File: config.mk
export PLATFORM = sky130hd
export DESIGN_NAME = instr_decoder
export DESIGN_NICKNAME = d
export VERILOG_FILES = /design/src/rtl/decoder_pkg.sv /design/src/rtl/decoder_fifo.sv /design/src/rtl/instr_decoder.sv
export SDC_FILE = /design/constraint.sdc
export NUM_CORES = 1
export LEC_CHECK = 0
export ABC_AREA = 1
export ABC_CLOCK_PERIOD_IN_PS = 5200
export CAP_MARGIN = 20
export CORE_MARGIN = 5
export CORE_UTILIZATION = 40
export CTS_CLUSTER_SIZE = 10
export DETAILED_ROUTE_END_ITERATION = 12
export DONT_BUFFER_PORTS = 1
export PLACE_DENSITY = 0.53
export SYNTH_ARGS = -nofsm -noshare
export SYNTH_HDL_FRONTEND = slang
export SYNTH_SLANG_ARGS = --single-unit
File: constraint.sdc
create_clock -name clk -period 5.2 [get_ports clk]
set_clock_uncertainty 0.1 [all_clocks]
set_input_delay 1.04 -clock clk [delete_from_list [all_inputs] [get_ports clk]]
set_output_delay 1.04 -clock clk [all_outputs]
set_load 0.01 [all_outputs]
File: src/rtl/decoder_pkg.sv
// Shared layout constants, state encoding and helpers for the instruction decoder.
package decoder_pkg;

   localparam int DEF_BUS_WIDTH    = 33;
   localparam int DEF_OPCODE_WIDTH = 5;
   localparam int DEF_ADDR_WIDTH   = 5;
   localparam int DEF_FIFO_DEPTH   = 2;

   // Instruction layout, MSB first: opcode, rd, rs, sel, imm.
   localparam int IMM_WIDTH = DEF_BUS_WIDTH - DEF_OPCODE_WIDTH - 2*DEF_ADDR_WIDTH - 1;
   localparam int OPC_MSB   = DEF_BUS_WIDTH - 1;
   localparam int RD_MSB    = OPC_MSB - DEF_OPCODE_WIDTH;
   localparam int RS_MSB    = RD_MSB - DEF_ADDR_WIDTH;
   localparam int SEL_BIT   = RS_MSB - DEF_ADDR_WIDTH;
   localparam int IMM_MSB   = SEL_BIT - 1;

   localparam logic [DEF_OPCODE_WIDTH-1:0] OPC_NOP = '0;

   typedef enum logic {IDLE, ISSUE} state_e;

   function automatic logic [DEF_BUS_WIDTH-1:0] sign_extend(input logic [IMM_WIDTH-1:0] imm);
      return {{(DEF_BUS_WIDTH-IMM_WIDTH){imm[IMM_WIDTH-1]}}, imm};
   endfunction

endpackage

File: src/rtl/decoder_fifo.sv
// Small synchronous FIFO buffering packed instructions ahead of the decoder.
module decoder_fifo #(
   parameter int WIDTH = 33,
   parameter int DEPTH = 2
)(
   input  logic             clk,
   input  logic             rst,
   input  logic             push,
   input  logic             pop,
   input  logic [WIDTH-1:0] wdata,
   output logic             full,
   output logic             empty,
   output logic [WIDTH-1:0] rdata
);

   localparam int PTR_W = $clog2(DEPTH);
   localparam logic [PTR_W:0] FULL_COUNT = (PTR_W+1)'(DEPTH);

   logic [WIDTH-1:0] mem [DEPTH];
   logic [PTR_W-1:0] wr_ptr;
   logic [PTR_W-1:0] rd_ptr;
   logic [PTR_W:0]   count;
   logic             do_push;
   logic             do_pop;

   // Fullness is judged on the registered count, so a same-cycle pop never frees a slot for a push.
   assign full    = (count == FULL_COUNT);
   assign empty   = (count == '0);
   assign do_push = push && !full;
   assign do_pop  = pop && !empty;
   assign rdata   = mem[rd_ptr];

   always_ff @(posedge clk) begin
      if (rst) begin
         wr_ptr <= '0;
         rd_ptr <= '0;
         count  <= '0;
      end else begin
         if (do_push) wr_ptr <= wr_ptr + 1'b1;
         if (do_pop)  rd_ptr <= rd_ptr + 1'b1;
         case ({do_push, do_pop})
            2'b10:   count <= count + 1'b1;
            2'b01:   count <= count - 1'b1;
            default: count <= count;
         endcase
      end
   end

   always_ff @(posedge clk) begin
      if (do_push) mem[wr_ptr] <= wdata;
   end

endmodule

File: src/rtl/instr_decoder.sv
// Buffers incoming instructions, decodes one at a time and holds it until execute echoes its opcode.
module instr_decoder
   import decoder_pkg::*;
#(
   parameter int BUS_WIDTH    = DEF_BUS_WIDTH,
   parameter int OPCODE_WIDTH = DEF_OPCODE_WIDTH,
   parameter int ADDR_WIDTH   = DEF_ADDR_WIDTH,
   parameter int FIFO_DEPTH   = DEF_FIFO_DEPTH
)(
   input  logic                    clk,
   input  logic                    rst,
   input  logic                    instr_valid,
   input  logic [BUS_WIDTH-1:0]    instr,
   input  logic [OPCODE_WIDTH-1:0] op_done,
   input  logic                    next_instr,
   output logic [BUS_WIDTH-1:0]    imme_value,
   output logic [OPCODE_WIDTH-1:0] opcode,
   output logic [ADDR_WIDTH-1:0]   rd_addr,
   output logic [ADDR_WIDTH-1:0]   rs_addr,
   output logic                    rs_addr_sel,
   output logic                    rs_addr_valid,
   output logic                    fifo_full,
   output logic                    overflow
);

   localparam int IMM_W   = BUS_WIDTH - OPCODE_WIDTH - 2*ADDR_WIDTH - 1;
   localparam int RD_TOP  = BUS_WIDTH - OPCODE_WIDTH - 1;
   localparam int RS_TOP  = RD_TOP - ADDR_WIDTH;
   localparam int SEL_POS = RS_TOP - ADDR_WIDTH;

   state_e                  state;
   logic [BUS_WIDTH-1:0]    head;
   logic [OPCODE_WIDTH-1:0] head_opc;
   logic                    fifo_empty;
   logic                    complete;
   logic                    pop;

   assign head_opc = head[BUS_WIDTH-1 -: OPCODE_WIDTH];
   assign complete = (state == ISSUE) && (op_done == opcode);
   assign pop      = !fifo_empty && next_instr && ((state == IDLE) || complete);

   decoder_fifo #(
      .WIDTH (BUS_WIDTH),
      .DEPTH (FIFO_DEPTH)
   ) u_fifo (
      .clk   (clk),
      .rst   (rst),
      .push  (instr_valid),
      .pop   (pop),
      .wdata (instr),
      .full  (fifo_full),
      .empty (fifo_empty),
      .rdata (head)
   );

   // A completing instruction hands straight over to the next entry; a popped NOP just falls back to idle.
   always_ff @(posedge clk) begin
      if (rst) begin
         state         <= IDLE;
         opcode        <= '0;
         rd_addr       <= '0;
         rs_addr       <= '0;
         rs_addr_sel   <= 1'b0;
         rs_addr_valid <= 1'b0;
         imme_value    <= '0;
         overflow      <= 1'b0;
      end else begin
         if (instr_valid && fifo_full) overflow <= 1'b1;

         if (pop && (head_opc != OPC_NOP)) begin
            state         <= ISSUE;
            opcode        <= head_opc;
            rd_addr       <= head[RD_TOP -: ADDR_WIDTH];
            rs_addr       <= head[RS_TOP -: ADDR_WIDTH];
            rs_addr_sel   <= head[SEL_POS];
            rs_addr_valid <= head[SEL_POS];
            imme_value    <= sign_extend(head[IMM_W-1:0]);
         end else if (pop || complete) begin
            state         <= IDLE;
            opcode        <= '0;
            rd_addr       <= '0;
            rs_addr       <= '0;
            rs_addr_sel   <= 1'b0;
            rs_addr_valid <= 1'b0;
            imme_value    <= '0;
         end
      end
   end

endmodule

==> results.ini <==
[status]
status = finished clean

[hold_path]
hp-class = register to register

[clocking]
tritoncts = done
holdBufCountCts = 0
cts.clk_slew.worst_paths_ps = 90
cts_buffers = 9
cts.sinks = 106
post_cts_resized = 0
cts_setup_buffers = 0
clock-root-buffer = clkbuf_8
cts_max_level = 3
clk_latency_ps = 360
cts_buffer_depth = 2

[setup_path]
slowest_stage = nand4_1
path_cells = inv_1 > nand2_1 > nand2_1 > nor2_2 > nand4_1 > buf_4 > nand3_1 > a21oi_1
path_max_fanout = 18
end_kind = register
crit_top_cell = nand2_1
reg2reg_setup_slack_ps = 2830
cp.arrival_ps = 2680
worst_ep_required_time_ps = 5350
worst_setup_path_start_kind = input port
path_class = input port to register
cpPeakStageDelay_ps = 670

[placed_design]
placed_cell_area_um2 = 4220
portBuffers = 0
hpwl_um = 5480
place_congestion = 0.695

[global_routing]
grt_pass1_vias = 2380
grt_overflow = 0
grt_max_degree = 36
antenna_found_initial = 0
gr-usage-all-layers_pct = 13.8
grt_pass1_wl_um = 13400

[finish]
synthToLayoutAreaGrowth_pct = 4.28
fin_area_um2 = 4480
register_area_um2 = 2790
antennaDiodeCount = 0
multi_input_comb_area_um2 = 1160
drive_gt1_share_pct = 17.7
num-fill-cells = 980
fin_nets = 372

[power]
swShare_pct = 29.7
ir_drop_uv = 148
leakagePower_nw = 1.49
seqPwrFrac_pct = 57.0
fin_total_pwr_w = 0.00196
p_int_w = 0.00138
p_sw_w = 0.000582
p_clk_share_pct = 24.0
p_per_area_nw_per_um2 = 436
combPwrFrac_pct = 19.0

[synthesis]
synthesis.area_um2 = 4300
synth_top_cell_by_area = edfxtp_1
yosys-top-cells-count = 66 x edfxtp_1, 40 x dfxtp_1, 37 x a21oi_1, 37 x nand3_1, 29 x nand4_1
synthArstFlopShare_pct = 0
synth_top_area_share_pct = 46.1
synth_cell_types = 28
synth_cells = 352
synth_edf_count = 66
syn_nets = 395
ys_warn_count = 0
postSynthAreaPerCell_um2 = 12.2
synth_ff_type = edfxtp_1
ys_top_cells_by_area = edfxtp_1 46%, dfxtp_1 19%, mux2_2 7.3%, a21oi_1 4.3%, nand3_1 4.3%
synth_seq_cells = 106
yosysMostFrequentCell = edfxtp_1
ys_seq_area_share_pct = 64.7

[route]
drc_errors = 0
drt_iter0_markers = 138
vias_per_cell = 5.27
routed_wl_um = 8730
firstDrtPassIters = 4
postRouteAntennaNets = 0
vias = 2477
wl_per_cell_um = 18.6

[floorplan]
start_util_pct = 41.3
io_pins = 94
die_w_um = 114
row_count = 37
die_area_um2 = 12900
dieHeight_um = 114
coreArea_um2 = 10400

[sta]
layout_min_cycle_time_ps = 2530
worst_slew_pin_slew_ps = 939
hold_violations = 0
grt_setup_unrepaired = false
setup_violations = 0
fin_crit_sh_pct = 48.7
maxSlewViolCount = 0
fin_tns_setup_ps = 0
fmax_mhz = 395
slew_headroom_pct = 36.8
hold_slack_ps = 395

[job]
max_cap_violations = 0

-- cells in the final DEF, fill, tap and decap left out, types with 2 or more instances in the layout --
cell type,synthesis,final
o21ai_0,4,4
a21oi_1,37,37
clkbuf_1,4,3
clkinv_2,0,2
mux2_2,28,28
buf_4,22,3
buf_16,0,3
o21ai_1,7,7
nor2_4,0,2
nand2_1,20,20
clkinv_1,2,2
dfxtp_1,40,38
nand4_1,29,29
nor2_2,3,3
clkbuf_8,0,10
edfxtp_1,66,66
inv_1,18,18
dfxtp_2,0,2
nor2_1,11,9
nand3_1,37,37
-- critical path, delay by kind of cell --
| kind | cells | cell delay [ps] |
|---|---|---|
| and+or+nand+nor | 5 | 1060 |
| AOI/OAI and AO/OA | 1 | 80 |
| buffers and inverters | 2 | 500 |
-- power groups by stage --
stage                     clock, W  combinational [W]  sequential (W)
final                     0.000469           0.000372         0.00112
after global routing      0.000537           0.000417         0.00113
after CTS                 0.000493           0.000352         0.00112
after detailed placement         0           0.000350         0.00114
after global placement           0           0.000344         0.00114
after floorplan                  0           0.000353         0.00109
-- state kept, by name, indices dropped and copies added, names as in the netlist, named ones only --
signal and flops:
u_fifo.mem 66, imme_value 17, opcode 5, rd_addr 5, rs_addr 5, u_fifo.count 2, overflow 1, rs_addr_valid 1
state 1, u_fifo.rd_ptr 1, u_fifo.wr_ptr 1
-- per-layer routing --
layer	part of all wire, %	wire [um]	vias to the layer above	GRT usage [%]
met5	0	0	-	0
met4	0.85	74	0	4.65
met3	8.0	697	9	5.46
met2	51	4420	59	22.7
met1	41	3540	1208	16.5
li1	-	-	1201	-
-- worst paths after layout --
check                           cells past startpoint                      endpoint                    startpoint
worst max-delay path                                8   imme_value[31]$_SDFFE_PP0P_                    op_done[4]
worst min-delay path                                1  u_fifo.count[1]$_SDFFE_PP0P_  u_fifo.count[1]$_SDFFE_PP0P_
worst max register to register                      8   imme_value[31]$_SDFFE_PP0P_        opcode[4]$_SDFFE_PP0P_
worst min register to register                      1  u_fifo.count[1]$_SDFFE_PP0P_  u_fifo.count[1]$_SDFFE_PP0P_
-- stage by stage --
stage | util [%] | cells | setup WS (ps)
after floorplan | - | 352 | 2040
after global routing | 43.1 | 470 | 2430
after CTS | 42.3 | 467 | 2620
after global placement | 40.5 | 451 | 2260
after detailed placement | 40.5 | 451 | 2240
final | 43.1 | 470 | 2670
-- final cells by class --
cell class	count	share of cell area [%]
sequential	106	62.1
multi-input combinational	185	25.9
clock buffer	14	3.88
tap	136	3.79
timing repair buffer	6	2.34
inverter	21	1.76
clock inverter	2	0.223
-- cell families (layout without fill, tap and decap cells) --
family | count (synthesis) | count (layout) | share of synthesized area (%)
flops | 106 | 106 | 64.7
simple gates | 106 | 106 | 13.0
buf+inv | 61 | 43 | 8.64
compound gates | 49 | 49 | 5.79
mux | 28 | 28 | 7.33
fa+ha+maj | 1 | 1 | 0.291
xor+xnor | 1 | 1 | 0.204
Note: power is estimated with default switching activity, not from simulation.
